**src/rtl/axi_lite_arbiter.sv**
```systemverilog
// rtl/axi_lite_arbiter.sv - two-port AXI-lite arbiter onto one downstream master
//
// Purpose: shares a single AXI-lite master port (m_*) between an instruction
// side (s0_*) and a data-cache side (s1_*). One transaction is in flight at a
// time; the winner's channels are routed combinationally, so the arbiter adds
// no cycles beyond the single IDLE arbitration cycle.
//
// Ports:
//   clk, rstn          clock, asynchronous active-low reset
//   s0_* / s1_*        upstream AXI-lite slave ports (AW, W, B, AR, R)
//   m_*                downstream AXI-lite master port (AW, W, B, AR, R)
//
// Configuration macro: ARB_FIXED_PRIO_EN
//   undefined - round-robin tie break (last-grant register, resets to s1)
//   defined   - fixed priority, s1 wins every tie, no last-grant register
module axi_lite_arbiter #(
  parameter int ADDR_WIDTH = 64,
  parameter int DATA_WIDTH = 128
) (
  input  logic                    clk,
  input  logic                    rstn,
  // s0: instruction side
  input  logic [ADDR_WIDTH-1:0]   s0_awaddr,
  input  logic                    s0_awvalid,
  output logic                    s0_awready,
  input  logic [DATA_WIDTH-1:0]   s0_wdata,
  input  logic [DATA_WIDTH/8-1:0] s0_wstrb,
  input  logic                    s0_wvalid,
  output logic                    s0_wready,
  output logic [1:0]              s0_bresp,
  output logic                    s0_bvalid,
  input  logic                    s0_bready,
  input  logic [ADDR_WIDTH-1:0]   s0_araddr,
  input  logic                    s0_arvalid,
  output logic                    s0_arready,
  output logic [DATA_WIDTH-1:0]   s0_rdata,
  output logic [1:0]              s0_rresp,
  output logic                    s0_rvalid,
  input  logic                    s0_rready,
  // s1: data-cache side
  input  logic [ADDR_WIDTH-1:0]   s1_awaddr,
  input  logic                    s1_awvalid,
  output logic                    s1_awready,
  input  logic [DATA_WIDTH-1:0]   s1_wdata,
  input  logic [DATA_WIDTH/8-1:0] s1_wstrb,
  input  logic                    s1_wvalid,
  output logic                    s1_wready,
  output logic [1:0]              s1_bresp,
  output logic                    s1_bvalid,
  input  logic                    s1_bready,
  input  logic [ADDR_WIDTH-1:0]   s1_araddr,
  input  logic                    s1_arvalid,
  output logic                    s1_arready,
  output logic [DATA_WIDTH-1:0]   s1_rdata,
  output logic [1:0]              s1_rresp,
  output logic                    s1_rvalid,
  input  logic                    s1_rready,
  // m: downstream master
  output logic [ADDR_WIDTH-1:0]   m_awaddr,
  output logic                    m_awvalid,
  input  logic                    m_awready,
  output logic [DATA_WIDTH-1:0]   m_wdata,
  output logic [DATA_WIDTH/8-1:0] m_wstrb,
  output logic                    m_wvalid,
  input  logic                    m_wready,
  input  logic [1:0]              m_bresp,
  input  logic                    m_bvalid,
  output logic                    m_bready,
  output logic [ADDR_WIDTH-1:0]   m_araddr,
  output logic                    m_arvalid,
  input  logic                    m_arready,
  input  logic [DATA_WIDTH-1:0]   m_rdata,
  input  logic [1:0]              m_rresp,
  input  logic                    m_rvalid,
  output logic                    m_rready
);

  localparam int STRB_WIDTH = DATA_WIDTH / 8;

  typedef enum logic [2:0] {
    IDLE    = 3'd0,
    RD_ADDR = 3'd1,
    RD_DATA = 3'd2,
    WR_ADDR = 3'd3,  // AW outstanding; W may already be done
    WR_DATA = 3'd4,  // AW done, W still outstanding
    WR_RESP = 3'd5
  } state_e;

  state_e state_q;
  logic   gnt_q;      // 0 = s0, 1 = s1
  logic   aw_done_q;
  logic   w_done_q;
`ifndef ARB_FIXED_PRIO_EN
  logic   last_q;     // port granted most recently
`endif

  // Granted-port views of the upstream request channels
  logic [ADDR_WIDTH-1:0] sel_awaddr, sel_araddr;
  logic [DATA_WIDTH-1:0] sel_wdata;
  logic [STRB_WIDTH-1:0] sel_wstrb;
  logic                  sel_awvalid, sel_wvalid, sel_arvalid, sel_bready, sel_rready;

  assign sel_awaddr  = gnt_q ? s1_awaddr  : s0_awaddr;
  assign sel_awvalid = gnt_q ? s1_awvalid : s0_awvalid;
  assign sel_wdata   = gnt_q ? s1_wdata   : s0_wdata;
  assign sel_wstrb   = gnt_q ? s1_wstrb   : s0_wstrb;
  assign sel_wvalid  = gnt_q ? s1_wvalid  : s0_wvalid;
  assign sel_bready  = gnt_q ? s1_bready  : s0_bready;
  assign sel_araddr  = gnt_q ? s1_araddr  : s0_araddr;
  assign sel_arvalid = gnt_q ? s1_arvalid : s0_arvalid;
  assign sel_rready  = gnt_q ? s1_rready  : s0_rready;

  // Channel-open flags; everything is gated by these, so IDLE (and reset)
  // forces every valid/ready and data output to zero.
  logic ph_ar, ph_r, ph_aw, ph_w, ph_b;
  assign ph_ar = (state_q == RD_ADDR);
  assign ph_r  = (state_q == RD_DATA);
  assign ph_aw = (state_q == WR_ADDR) && !aw_done_q;
  assign ph_w  = ((state_q == WR_ADDR) || (state_q == WR_DATA)) && !w_done_q;
  assign ph_b  = (state_q == WR_RESP);

  assign m_arvalid = ph_ar && sel_arvalid;
  assign m_araddr  = ph_ar ? sel_araddr : '0;
  assign m_awvalid = ph_aw && sel_awvalid;
  assign m_awaddr  = ph_aw ? sel_awaddr : '0;
  assign m_wvalid  = ph_w && sel_wvalid;
  assign m_wdata   = ph_w ? sel_wdata : '0;
  assign m_wstrb   = ph_w ? sel_wstrb : '0;
  assign m_rready  = ph_r && sel_rready;
  assign m_bready  = ph_b && sel_bready;

  assign s0_arready = ph_ar && !gnt_q && m_arready;
  assign s0_awready = ph_aw && !gnt_q && m_awready;
  assign s0_wready  = ph_w  && !gnt_q && m_wready;
  assign s0_rvalid  = ph_r  && !gnt_q && m_rvalid;
  assign s0_rdata   = (ph_r && !gnt_q) ? m_rdata : '0;
  assign s0_rresp   = (ph_r && !gnt_q) ? m_rresp : 2'b00;
  assign s0_bvalid  = ph_b  && !gnt_q && m_bvalid;
  assign s0_bresp   = (ph_b && !gnt_q) ? m_bresp : 2'b00;

  assign s1_arready = ph_ar && gnt_q && m_arready;
  assign s1_awready = ph_aw && gnt_q && m_awready;
  assign s1_wready  = ph_w  && gnt_q && m_wready;
  assign s1_rvalid  = ph_r  && gnt_q && m_rvalid;
  assign s1_rdata   = (ph_r && gnt_q) ? m_rdata : '0;
  assign s1_rresp   = (ph_r && gnt_q) ? m_rresp : 2'b00;
  assign s1_bvalid  = ph_b  && gnt_q && m_bvalid;
  assign s1_bresp   = (ph_b && gnt_q) ? m_bresp : 2'b00;

  logic ar_hs, r_hs, aw_hs, w_hs, b_hs;
  assign ar_hs = m_arvalid && m_arready;
  assign r_hs  = m_rvalid  && m_rready;
  assign aw_hs = m_awvalid && m_awready;
  assign w_hs  = m_wvalid  && m_wready;
  assign b_hs  = m_bvalid  && m_bready;

  // Arbitration: only meaningful in IDLE
  logic req0, req1, tie_s1, pick_s1, pick_rd;
  assign req0 = s0_arvalid || s0_awvalid;
  assign req1 = s1_arvalid || s1_awvalid;
`ifdef ARB_FIXED_PRIO_EN
  assign tie_s1 = 1'b1;
`else
  assign tie_s1 = !last_q;
`endif
  assign pick_s1 = req1 && (!req0 || tie_s1);
  // A port raising both arvalid and awvalid is served read first
  assign pick_rd = pick_s1 ? s1_arvalid : s0_arvalid;

  always_ff @(posedge clk or negedge rstn) begin
    if (!rstn) begin
      state_q   <= IDLE;
      gnt_q     <= 1'b0;
      aw_done_q <= 1'b0;
      w_done_q  <= 1'b0;
`ifndef ARB_FIXED_PRIO_EN
      last_q    <= 1'b1;
`endif
    end else begin
      case (state_q)
        IDLE: begin
          if (req0 || req1) begin
            gnt_q   <= pick_s1;
`ifndef ARB_FIXED_PRIO_EN
            last_q  <= pick_s1;
`endif
            state_q <= pick_rd ? RD_ADDR : WR_ADDR;
          end
        end
        RD_ADDR: if (ar_hs) state_q <= RD_DATA;
        RD_DATA: if (r_hs)  state_q <= IDLE;
        WR_ADDR: begin
          if (aw_hs && (w_hs || w_done_q)) begin
            state_q   <= WR_RESP;
            aw_done_q <= 1'b0;
            w_done_q  <= 1'b0;
          end else if (aw_hs) begin
            state_q   <= WR_DATA;
            aw_done_q <= 1'b1;
          end else if (w_hs) begin
            w_done_q  <= 1'b1;
          end
        end
        WR_DATA: begin
          if (w_hs) begin
            state_q   <= WR_RESP;
            aw_done_q <= 1'b0;
            w_done_q  <= 1'b0;
          end
        end
        WR_RESP: if (b_hs) state_q <= IDLE;
        default: state_q <= IDLE;
      endcase
    end
  end

endmodule

```
**config.mk**
```make
export PLATFORM = sky130hd
export DESIGN_NAME = axi_lite_arbiter
export DESIGN_NICKNAME = d
export VERILOG_FILES = /design/src/rtl/axi_lite_arbiter.sv
export SDC_FILE = /design/constraint.sdc
export NUM_CORES = 1
export LEC_CHECK = 0
export BUFFER_PORTS_ARGS = -buffer_cell sky130_fd_sc_hd__buf_2
export CAP_MARGIN = 20
export CORE_AREA = 2 2 482 484
export CTS_BUF_LIST = sky130_fd_sc_hd__clkbuf_8 sky130_fd_sc_hd__clkbuf_16
export DETAILED_ROUTE_END_ITERATION = 8
export DIE_AREA = 0 0 484 486
export GPL_ROUTABILITY_DRIVEN = 0
export SYNTH_ARGS = -nofsm -noshare
export SYNTH_HDL_FRONTEND = slang
export SYNTH_SLANG_ARGS = --single-unit
```
**constraint.sdc**
```tcl
create_clock -name clk -period 5.4 [get_ports clk]
set_input_delay 0.54 -clock clk [delete_from_list [all_inputs] [get_ports clk]]
set_output_delay 0.54 -clock clk [all_outputs]
set_load 0.02 [all_outputs]
```
==> reports/metrics.csv, run 1 <==
stage,metric,value,unit
floorplan,# IOs,1244,
setup_path,Setup CP Type,reg -> out,
setup_path,CP cell instances,buf_12 > mux2i_1 > nor2_1 > buf_2,
clock_tree,Post-CTS Setup Inserts,0,
global_route,overflow left after global routing,0,
synth,synthesized flop and latch total,7,
synth,syn_nets,1682,
global_route,first-pass GRT wire length,234000,µm
place,Placed Area,0.0163,mm²
sta,final hold vios,0,
synth,mean post-synth cell area,6.50,µm²
routing,DR iter-0 viols,613,
sta,# setup viols final,0,
finish,nets,2849,
synth,"Seq/Total Area, Yosys",2.75,%
clock_tree,H-tree level count,1,
clock_tree,CTS tree,yes,
floorplan,total die area,0.235,mm²
setup_path,Startpoint Class,flop,
synth,cells after synthesis,989,
sta,setup TNS,0,ps
routing,Vias,13600,
setup_path,Critical path buffers and inverters,2,
routing,DRT Wirelength,211000,µm
routing,First-pass DRT Iterations,7,
finish,multi-input logic area,0.00587,mm²
place,hpwl dp,201000,µm
setup_path,worst stage delay on the critical path,930,ps
floorplan,row cnt,176,
power,pwr dens,292,mW/mm²
floorplan,Die W,484,µm
outcome,status,completed,
clock_tree,Max clock buf depth,2,
clock_tree,worst skew pair latency,230,ps
synth,YS warnings,0,
setup_path,Crit Path Max Fanout,101,
routing,Routed WL per cell,39.4,µm
sta,Achievable Freq,271,MHz
clock_tree,post-CTS sizing,0,
finish,fin util,7.32,%
global_route,largest net degree at the start of global routing,148,
global_route,initial antenna violation count,338,
power,cell leakage power,9.07,nW
global_route,Total GRT Usage,17.1,%
global_route,number of global-route vias before repair,11600,
finish,Final Cell Area,0.0168,mm²
synth,Netlist Area Pre-Place,0.00642,mm²
clock_tree,clock-pin slew on the worst setup and hold paths,40,ps
setup_path,arrival time worst endpoint,3150,ps
synth,Cell variety after synth,32,
routing,Final ANT Viol Nets,0,
routing,Vias/cell,2.54,
finish,register area,180,µm²
finish,Area growth syn-to-layout,161,%
clock_tree,Num CTS Buffers,3,
sta,"Slew Viols, Final",0,
clock_tree,# clock sinks,7,
sta,Clock Skew,3.19,ps
setup_path,CP required,4860,ps
setup_path,Worst path slowest cell,mux2i_1,
floorplan,Die Height,486,µm
power,Max VDD drop,0.271,mV
floorplan,initial core utilization,2.80,%
setup_path,CP Capture Type,output port,
hold_path,worst hold path type,in -> async,
finish,Filler cells,27400,
sta,Worst slew margin,23.5,%
routing,Post-route DRC,0,
sta,final worst-path cycle share,68.3,%
sta,RSZ-0062 raised after global routing,false,
sta,Worst Tran Pin Value,1150,ps
floorplan,core area,0.229,mm²
finish,layout cell share with drive strength beyond 1,59.1,%
clock_tree,clk root buf,clkbuf_16,
clock_tree,CTS Hold Bufs,0,
place,port bufs,1243,
setup_path,crit-path leading delay family,multiplexers,
flow_run,maxcap violations,0,
sta,Tmin final,3690,ps
==> cells in the final DEF, fill, tap and decap left out, types with 2 or more instances in the layout <==
cell type  Yosys  routed
nor3_2         0       2
buf_12         0       6
mux2i_2        0       2
clkbuf_16      0       3
and2_1       262     262
nor4_1         2       2
o21ai_0        7       7
nand3_1        4       3
inv_1          6       7
nand2_1        9       8
dfrtp_1        6       5
a21oi_1        5       5
buf_2         31    1243
buf_4          0       6
diode_2        0     179
mux2i_1      277     275
nor2_1       287     287
nor2b_1        2       2
nor3_1        11       9
==> layer usage <==
layer	track usage, %	part of all wire (%)
met5	0	0.39
met4	7.33	5.7
met3	5.40	8.1
met2	32.2	51
met1	17.3	35
==> path summary, 6_finish.rpt <==
path | from | endpoint | slack, ps | cells after the start
worst min register to register | aw_done_q | aw_done_q | 560 | 2
min in group clk | aw_done_q | aw_done_q | 560 | 2
worst max register to register | gnt_q | state_q[0] | 2240 | 7
worst max-delay path | gnt_q | m_awaddr[63] | 1710 | 4
worst min-delay path | rstn | w_done_q | 130 | 1
max in group asynchronous | rstn | last_q | 5040 | 1
==> registers in the layout (all words and copies together), names as in the netlist <==
register	flops
gnt_q	1
w_done_q	1
aw_done_q	1
last_q	1
state_q	3
==> power by group <==
group	total [W]	internal, W	leakage, nW	switching (W)
sequential	0.000199	0.0000717	0.0746	0.000127
combinational	0.00459	0.00158	8.96	0.00301
clock	0.000126	0.0000964	0.0434	0.0000292
total	0.00491	0.00175	9.07	0.00316
==> stage by stage <==
stage	setup slack (ps)	std cells	hold WS [ps]	total power (W)
floorplan	3140	989	244	0.00274
global placement	907	5175	379	0.00485
detailed placement	1960	5177	379	0.00489
CTS	1710	5181	130	0.00502
global route	1650	5316	145	0.00521
finish	1710	5360	129	0.00491
==> cell type report <==
cell class,count,area share (%)
multi-input combinational,881,34.9
sequential,7,1.07
clock buffer,3,0.447
tap,3026,22.5
inverter,6,0.134
timing repair buffer,1257,38.2
antenna,179,2.67
clock inverter,1,0.0224
==> logic make-up (layout without fill, tap and decap cells) <==
group / Yosys count / after routing / share of synthesized area (%)
muxes: 278 / 278 / 43.3
DFF: 7 / 7 / 2.75
and+or+nand+nor: 583 / 583 / 45.1
buffers and inverters: 101 / 1267 / 6.62
other: 0 / 179 / 0
AOI/OAI and AO/OA: 20 / 20 / 2.24
==> cell usage after synthesis <==
cell / count / share of area [%]
mux2_2: 1 / 0.18
o31ai_1: 1 / 0.12
nor3b_1: 1 / 0.12
o21ai_0: 7 / 0.55
nand4_1: 1 / 0.097
nand2b_1: 1 / 0.097
a211oi_1: 1 / 0.12
nor3_1: 11 / 0.86
nor2b_1: 2 / 0.19
a2111oi_4: 1 / 0.43
dfrtp_1: 6 / 2.3
inv_1: 6 / 0.35
or3b_4: 1 / 0.18
mux2i_1: 277 / 43
dfstp_2: 1 / 0.41
nand3b_1: 1 / 0.12
o31a_1: 1 / 0.14
or3_1: 1 / 0.097
buf_6: 1 / 0.18
nand3_1: 4 / 0.31
clkbuf_1: 55 / 3.2
a21oi_1: 5 / 0.39
buf_1: 8 / 0.47
o22a_1: 1 / 0.14
nor4_1: 2 / 0.19
and2_1: 262 / 26
a21o_1: 1 / 0.12
o21ba_2: 1 / 0.16
nand2_1: 9 / 0.53
a31oi_1: 1 / 0.097
nor2_1: 287 / 17
buf_2: 31 / 2.4
Power figures use the tool's default switching activity.
==> run 2, diff against run 1 <==
--- a/config.mk
+++ b/config.mk
@@ -5,12 +5,13 @@
 export SDC_FILE = /design/constraint.sdc
 export NUM_CORES = 1
 export LEC_CHECK = 0
+export ABC_AREA = 1
 export BUFFER_PORTS_ARGS = -buffer_cell sky130_fd_sc_hd__buf_2
 export CAP_MARGIN = 20
-export CORE_AREA = 2 2 482 484
+export CORE_AREA = 2 2 478 480
 export CTS_BUF_LIST = sky130_fd_sc_hd__clkbuf_8 sky130_fd_sc_hd__clkbuf_16
 export DETAILED_ROUTE_END_ITERATION = 8
-export DIE_AREA = 0 0 484 486
+export DIE_AREA = 0 0 480 482
 export GPL_ROUTABILITY_DRIVEN = 0
 export SYNTH_ARGS = -nofsm -noshare
 export SYNTH_HDL_FRONTEND = slang
==> constraint.sdc (replaced) <==
create_clock -name clk -period 3.9 [get_ports clk]
set_input_delay 0.39 -clock clk [delete_from_list [all_inputs] [get_ports clk]]
set_output_delay 0.39 -clock clk [all_outputs]
set_load 0.02 [all_outputs]
==> run 2 against run 1 <==
Global-route usage up 1.7 points. Wire length up 8.6%. Non-clock buffer count up 21. Count of clock-buffer cells in the layout unchanged. Combinational power up 74%. Register-to-register slack worse by 1500 ps. Critical endpoint is now s1_rdata[43]. Cell area up 0.13%. Setup slack worse by 1400 ps. Utilization up 0.11 points. Synthesized area up 4.2%. Largest cell class unchanged.
==> reports/metrics.csv, run 2 <==
stage,metric,value,unit
flow_run,maxcap violations,0,
place,placed cell count,5633,
synth,"area leader, netlist",nand2_1,
place,DP Worst Slack,441,ps
synth,post-synth top area share,30.0,%
power,power share of the sequential group,3.1,%
setup_path,arrival time worst endpoint,3220,ps
finish,"commonest non-fill, non-tap cell in the layout",buf_2,
global_route,initial antenna violation count,385,
synth,share of flip-flops with an asynchronous set or reset,100,%
global_route,Total GRT Usage,18.8,%
floorplan,row cnt,175,
clock_tree,Max clock buf depth,2,
synth,syn_nets,2167,
clock_tree,worst skew pair latency,240,ps
finish,"commonest cells after routing, fill and taps aside","buf_2 (1243), nand2_1 (533), nor2_1 (278)",
clock_tree,H-tree level count,1,
synth,"Seq/Total Area, Yosys",2.64,%
sta,Tmin final,3610,ps
sta,Worst slew margin,37.6,%
clock_tree,post-CTS sizing,0,
synth,"count leader, synth",nand2_1,
place,hpwl dp,216000,µm
floorplan,# IOs,1244,
sta,final worst-path cycle share,92.5,%
synth,Post-Synth Simple-Gate Area,57.0,%
clock_tree,Post-CTS Setup Inserts,0,
power,cell leakage power,9.43,nW
finish,Area growth syn-to-layout,151,%
synth,Cell variety after synth,22,
global_route,largest net degree at the start of global routing,89,
finish,layout cell share with drive strength beyond 1,53.0,%
finish,Final Non-Filler Cells,5746,
sta,Achievable Freq,277,MHz
synth,adder-cell share of the synthesized area,0,%
power,Net Switching,0.00642,W
power,Max VDD drop,0.228,mV
floorplan,initial core utilization,2.96,%
sta,final hold vios,0,
sta,Clock Skew,1.94,ps
floorplan,Die Height,482,µm
setup_path,Setup CP Type,reg -> out,
routing,DR iter-0 viols,1374,
routing,Vias,16900,
place,port bufs,1243,
global_route,first-pass GRT wire length,255000,µm
routing,Routed WL per cell,39.8,µm
clock_tree,# clock sinks,7,
finish,max FFs per register,3,
synth,Netlist Area Pre-Place,0.00669,mm²
synth,main combinational cell family by area after synthesis,simple AND/OR/NAND/NOR gates,
setup_path,Startpoint Class,flop,
clock_tree,CTS tree,yes,
sta,setup TNS,0,ps
synth,synth cell count leaders,"nand2_1 (535), nor2_1 (278), inv_1 (158), nand3_1 (132), a21oi_1 (113)",
setup_path,CP Capture Type,output port,
floorplan,total die area,0.231,mm²
power,combinational share of power,94.8,%
floorplan,Die W,480,µm
power,Switching Share,76.0,%
sta,"Slew Viols, Final",0,
setup_path,Crit Path Max Fanout,34,
synth,Synth Area in XOR/XNOR,0,%
hold_path,worst hold path type,reg -> reg,
synth,top_reg_cell synth,dfrtp_1,
sta,final worst setup slack,291,ps
synth,Synth area leaders,"nand2_1 (30%), nor2_1 (16%), a21oi_2 (13%), nand3_1 (9.9%), inv_1 (8.9%)",
finish,"Most flops, register",state_q,
finish,nets,3323,
synth,YS warnings,0,
global_route,number of global-route vias before repair,13900,
synth,cells after synthesis,1474,
global_route,overflow left after global routing,0,
routing,Final ANT Viol Nets,0,
floorplan,core area,0.226,mm²
power,Int Pwr,0.00202,W
sta,# setup viols final,0,
clock_tree,Num CTS Buffers,3,
sta,RSZ-0062 raised after global routing,false,
routing,DRT Wirelength,229000,µm
synth,mean post-synth cell area,4.54,µm²
setup_path,CP required,3510,ps
routing,Post-route DRC,0,
routing,First-pass DRT Iterations,6,
power,Clk pwr share,2.1,%
clock_tree,clock-pin slew on the worst setup and hold paths,40,ps
sta,Worst Tran Pin Value,936,ps
synth,"EDFF count, synth",0,
synth,mux cell area share after synthesis,0,%
routing,Vias/cell,2.94,
clock_tree,clk root buf,clkbuf_16,
power,pwr dens,502,mW/mm²
synth,synthesized flop and latch total,7,
outcome,status,completed,
synth,complex-gate fraction of the synthesized area,22.0,%
==> run 2: cell types whose count changed after synthesis, moves of 100 or more <==
cell / before / now
mux2i_1: 277 / 0
and2_1: 262 / 0
a21oi_2: 0 / 100
a21oi_1: 5 / 113
nand3_1: 4 / 132
inv_1: 6 / 158
nand2_1: 9 / 535
==> run 2: worst paths after layout <==
path	end	slack, ps	from	cells past startpoint
worst max-delay path	s1_rdata[43]	290	state_q[1]	6
worst max register to register	state_q[0]	750	gnt_q	9
worst min-delay path	last_q	490	last_q	2
worst min register to register	last_q	490	last_q	2
min in group asynchronous	w_done_q	680	rstn	2
max in group asynchronous	last_q	2990	rstn	2
==> run 2: routing by layer <==
metal,global-route usage [%],share of wire (%),wire [µm],up-vias
met2,30.3,44,99800,1671
met5,0,0.93,2130,-
met4,6.53,5.0,11500,316
met3,15.0,18,41500,766
li1,-,-,-,6983
met1,18.0,32,74200,7140
==> run 2: power by group through the flow <==
stage | Sequential (W) | Clock [W] | Combinational, W
after floorplan | 0.000146 | 0 | 0.00406
after global placement | 0.000261 | 0 | 0.00816
after detailed placement | 0.000266 | 0 | 0.00820
after CTS | 0.000266 | 0.000179 | 0.00822
after global routing | 0.000283 | 0.000180 | 0.00846
final | 0.000263 | 0.000177 | 0.00800
==> run 2: cell type report <==
cell class / instances / area (µm²)
diodes: 108 / 270
multi-input cells: 1180 / 5310
clock buffers: 3 / 75.1
well taps: 3009 / 3760
fillers: 27200 / 210000
inverters: 160 / 618
clock inverters: 1 / 3.75
repair buffers: 1278 / 6600
flip-flops and latches: 7 / 180
==> run 2: critical path: stages (launching register included) <==
cell	delay, ps
dfrtp_1	450
inv_1	100
nor3_2	600
nand2_4	480
buf_4	370
nor2_1	530
buf_2	350
==> run 2: cells by family after synthesis <==
logic type             count (synthesis)
buffers and inverters                287
AOI/OAI and AO/OA                    219
DFF                                    7
and+or+nand+nor                      961
==> run 2: what timing repair did <==
| item | CTS | global route |
|---|---|---|
| hold buffers | 1 | 0 |
| hold endpoints to repair | 6 | 0 |
| endpoints found under the setup margin | 0 | 0 |
==> run 2: through the flow <==
stage	hold WS, ps	utilization, %	instance area (µm²)	total power, W
after floorplan	94.4	-	6690	0.00421
after global placement	240	7.27	16500	0.00842
after detailed placement	242	7.27	16500	0.00847
after CTS	488	7.31	16500	0.00866
after global routing	512	7.35	16600	0.00892
final	491	7.43	16800	0.00844
==> run 3, diff against run 2 <==
--- a/config.mk
+++ b/config.mk
@@ -13,6 +13,8 @@
 export DETAILED_ROUTE_END_ITERATION = 8
 export DIE_AREA = 0 0 480 482
 export GPL_ROUTABILITY_DRIVEN = 0
+export PLACE_DENSITY_LB_ADDON = 0.08
 export SYNTH_ARGS = -nofsm -noshare
 export SYNTH_HDL_FRONTEND = slang
 export SYNTH_SLANG_ARGS = --single-unit
+export TNS_END_PERCENT = 100
==> constraint.sdc (replaced) <==
create_clock -name clk -period 4.6 [get_ports clk]
set_input_delay 0.46 -clock clk [delete_from_list [all_inputs] [get_ports clk]]
set_output_delay 0.46 -clock clk [all_outputs]
set_load 0.02 [all_outputs]
==> run 3 against run 2 <==
Hold slack lost 410 ps. Register-to-register slack improved by 1100 ps. Sequential power down 42%. Largest cell class unchanged. Count of clock-buffer cells in the layout unchanged. Critical endpoint is now s1_rdata[59].
==> reports/metrics.csv, run 3 (synthesized netlist as in run 2, its figures left out) <==
stage,metric,value,unit
outcome,status,completed,
sta,Worst Tran Pin Value,1080,ps
power,Net Switching,0.00469,W
routing,Vias,14500,
clock_tree,CTS Hold Bufs,0,
sta,Tmin final,3380,ps
finish,"commonest cells after routing, fill and taps aside","buf_2 (1243), nand2_1 (533), nor2_1 (278)",
clock_tree,Post-CTS Setup Inserts,0,
floorplan,total die area,0.231,mm²
finish,layout cell share with drive strength beyond 1,52.7,%
finish,Area growth syn-to-layout,146,%
finish,"commonest non-fill, non-tap cell in the layout",buf_2,
place,DP Worst Slack,1300,ps
place,placed cell count,5616,
clock_tree,CTS tree,yes,
floorplan,core area,0.226,mm²
sta,final worst setup slack,1220,ps
power,Max VDD drop,0.312,mV
finish,register area,180,µm²
finish,max FFs per register,3,
sta,setup TNS,0,ps
clock_tree,clk root buf,clkbuf_16,
clock_tree,clock-pin slew on the worst setup and hold paths,40,ps
finish,Final Cell Area,0.0165,mm²
sta,Achievable Freq,296,MHz
power,Int Pwr,0.00166,W
setup_path,Worst R2R Path Depth,11,
finish,"Most flops, register",state_q,
finish,Filler cells,27500,
setup_path,Crit Path Max Fanout,45,
setup_path,Worst path slowest cell,buf_4,
setup_path,"setup slack, reg-to-reg",1870,ps
sta,RSZ-0062 raised after global routing,false,
clock_tree,Num CTS Buffers,3,
setup_path,Reg-to-Reg End,state_q[0],
setup_path,R2R Path Start,state_q[2],
setup_path,Critical path buffers and inverters,3,
place,port bufs,1243,
routing,DR iter-0 viols,652,
setup_path,CP Capture Type,output port,
floorplan,Die W,480,µm
setup_path,Startpoint Class,flop,
sta,"Slew Viols, Final",0,
clock_tree,H-tree level count,1,
clock_tree,worst skew pair latency,240,ps
global_route,Total GRT Usage,10.6,%
setup_path,Setup CP Type,reg -> out,
power,power share of the sequential group,2.4,%
routing,DRT Wirelength,131000,µm
finish,Final Non-Filler Cells,5663,
clock_tree,# clock sinks,7,
setup_path,worst stage delay on the critical path,490,ps
hold_path,worst hold path type,in -> async,
sta,Worst slew margin,27.9,%
routing,Routed WL per cell,23.1,µm
power,combinational share of power,95.1,%
power,Switching Share,73.9,%
sta,Clock Skew,4.29,ps
power,cell leakage power,9.34,nW
global_route,first-pass GRT wire length,159000,µm
routing,First-pass DRT Iterations,4,
finish,multi-input logic area,0.00531,mm²
global_route,initial antenna violation count,114,
routing,Post-route DRC,0,
clock_tree,Max clock buf depth,2,
setup_path,crit-path leading delay family,simple AND/OR/NAND/NOR gates,
routing,Final ANT Viol Nets,0,
floorplan,row cnt,175,
finish,nets,3305,
place,Placed Area,0.0163,mm²
global_route,largest net degree at the start of global routing,132,
place,hpwl dp,117000,µm
sta,final worst-path cycle share,73.4,%
clock_tree,post-CTS sizing,0,
global_route,number of global-route vias before repair,14800,
setup_path,CP required,4140,ps
global_route,overflow left after global routing,0,
floorplan,initial core utilization,2.96,%
sta,# setup viols final,0,
setup_path,CP cell instances,inv_1 > nor3_2 > nand2_4 > buf_4 > nor2_1 > buf_2,
power,pwr dens,385,mW/mm²
floorplan,# IOs,1244,
power,Clk pwr share,2.5,%
setup_path,arrival time worst endpoint,2920,ps
routing,Vias/cell,2.56,
sta,final hold vios,0,
floorplan,Die Height,482,µm
flow_run,maxcap violations,0,
[run 3: changes by cell type in the layout (fill, tap and decap cells not counted)]
cell,change
diode_2,-65
buf_4,-15
buf_12,-2
clkinv_2,+1
dlygate4sd3_1,-1
inv_1,-1
inv_2,+1
inv_4,-1
[run 3: power by group through the flow]
stage / Combinational [W] / Sequential [W] / Clock (W)
6_report: 0.00603 / 0.000153 / 0.000156
5_1_grt: 0.00657 / 0.000159 / 0.000166
4_1_cts: 0.00629 / 0.000154 / 0.000163
3_5_place_dp: 0.00628 / 0.000153 / 0
3_3_place_gp: 0.00635 / 0.000156 / 0
2_1_floorplan: 0.00344 / 0.000124 / 0
[run 3: per-stage QoR]
stage          util [%]  hold WS, ps  power, W
2_1_floorplan         -          164   0.00357
3_3_place_gp       7.20          349   0.00651
3_5_place_dp       7.20          351   0.00643
4_1_cts            7.24         91.7   0.00661
5_1_grt            7.24         89.1   0.00689
6_report           7.28         82.4   0.00634
[run 3: per-layer routing]
metal | GRT usage (%) | vias to the layer above | share of wire, %
met5 | 0 | - | 0.41
met4 | 2.16 | 84 | 2.9
met3 | 6.03 | 191 | 12
met2 | 18.6 | 931 | 48
met1 | 10.8 | 6421 | 37
li1 | - | 6856 | -
[run 3: cell type report]
cell class	count	area share [%]
Clock buffer	3	0.455
Sequential cell	7	1.09
Multi-Input combinational cell	1180	32.2
Clock inverter	1	0.0304
Timing Repair Buffer	1260	39.0
Antenna cell	43	0.653
Inverter	160	3.73
Tap cell	3009	22.8
[run 3: how the worst max path moves through the flow]
stage                    to  cells after the start  slack (ps)       start
4_1_cts        s1_rdata[59]                      6        1040  state_q[1]
2_1_floorplan   m_wstrb[10]                      9        2560  state_q[2]
6_report       s1_rdata[59]                      6        1220  state_q[1]
3_3_place_gp   s1_rdata[59]                      6        1280  state_q[1]
3_5_place_dp   s1_rdata[59]                      6        1300  state_q[1]
5_1_grt        s1_rdata[59]                      6         980  state_q[1]
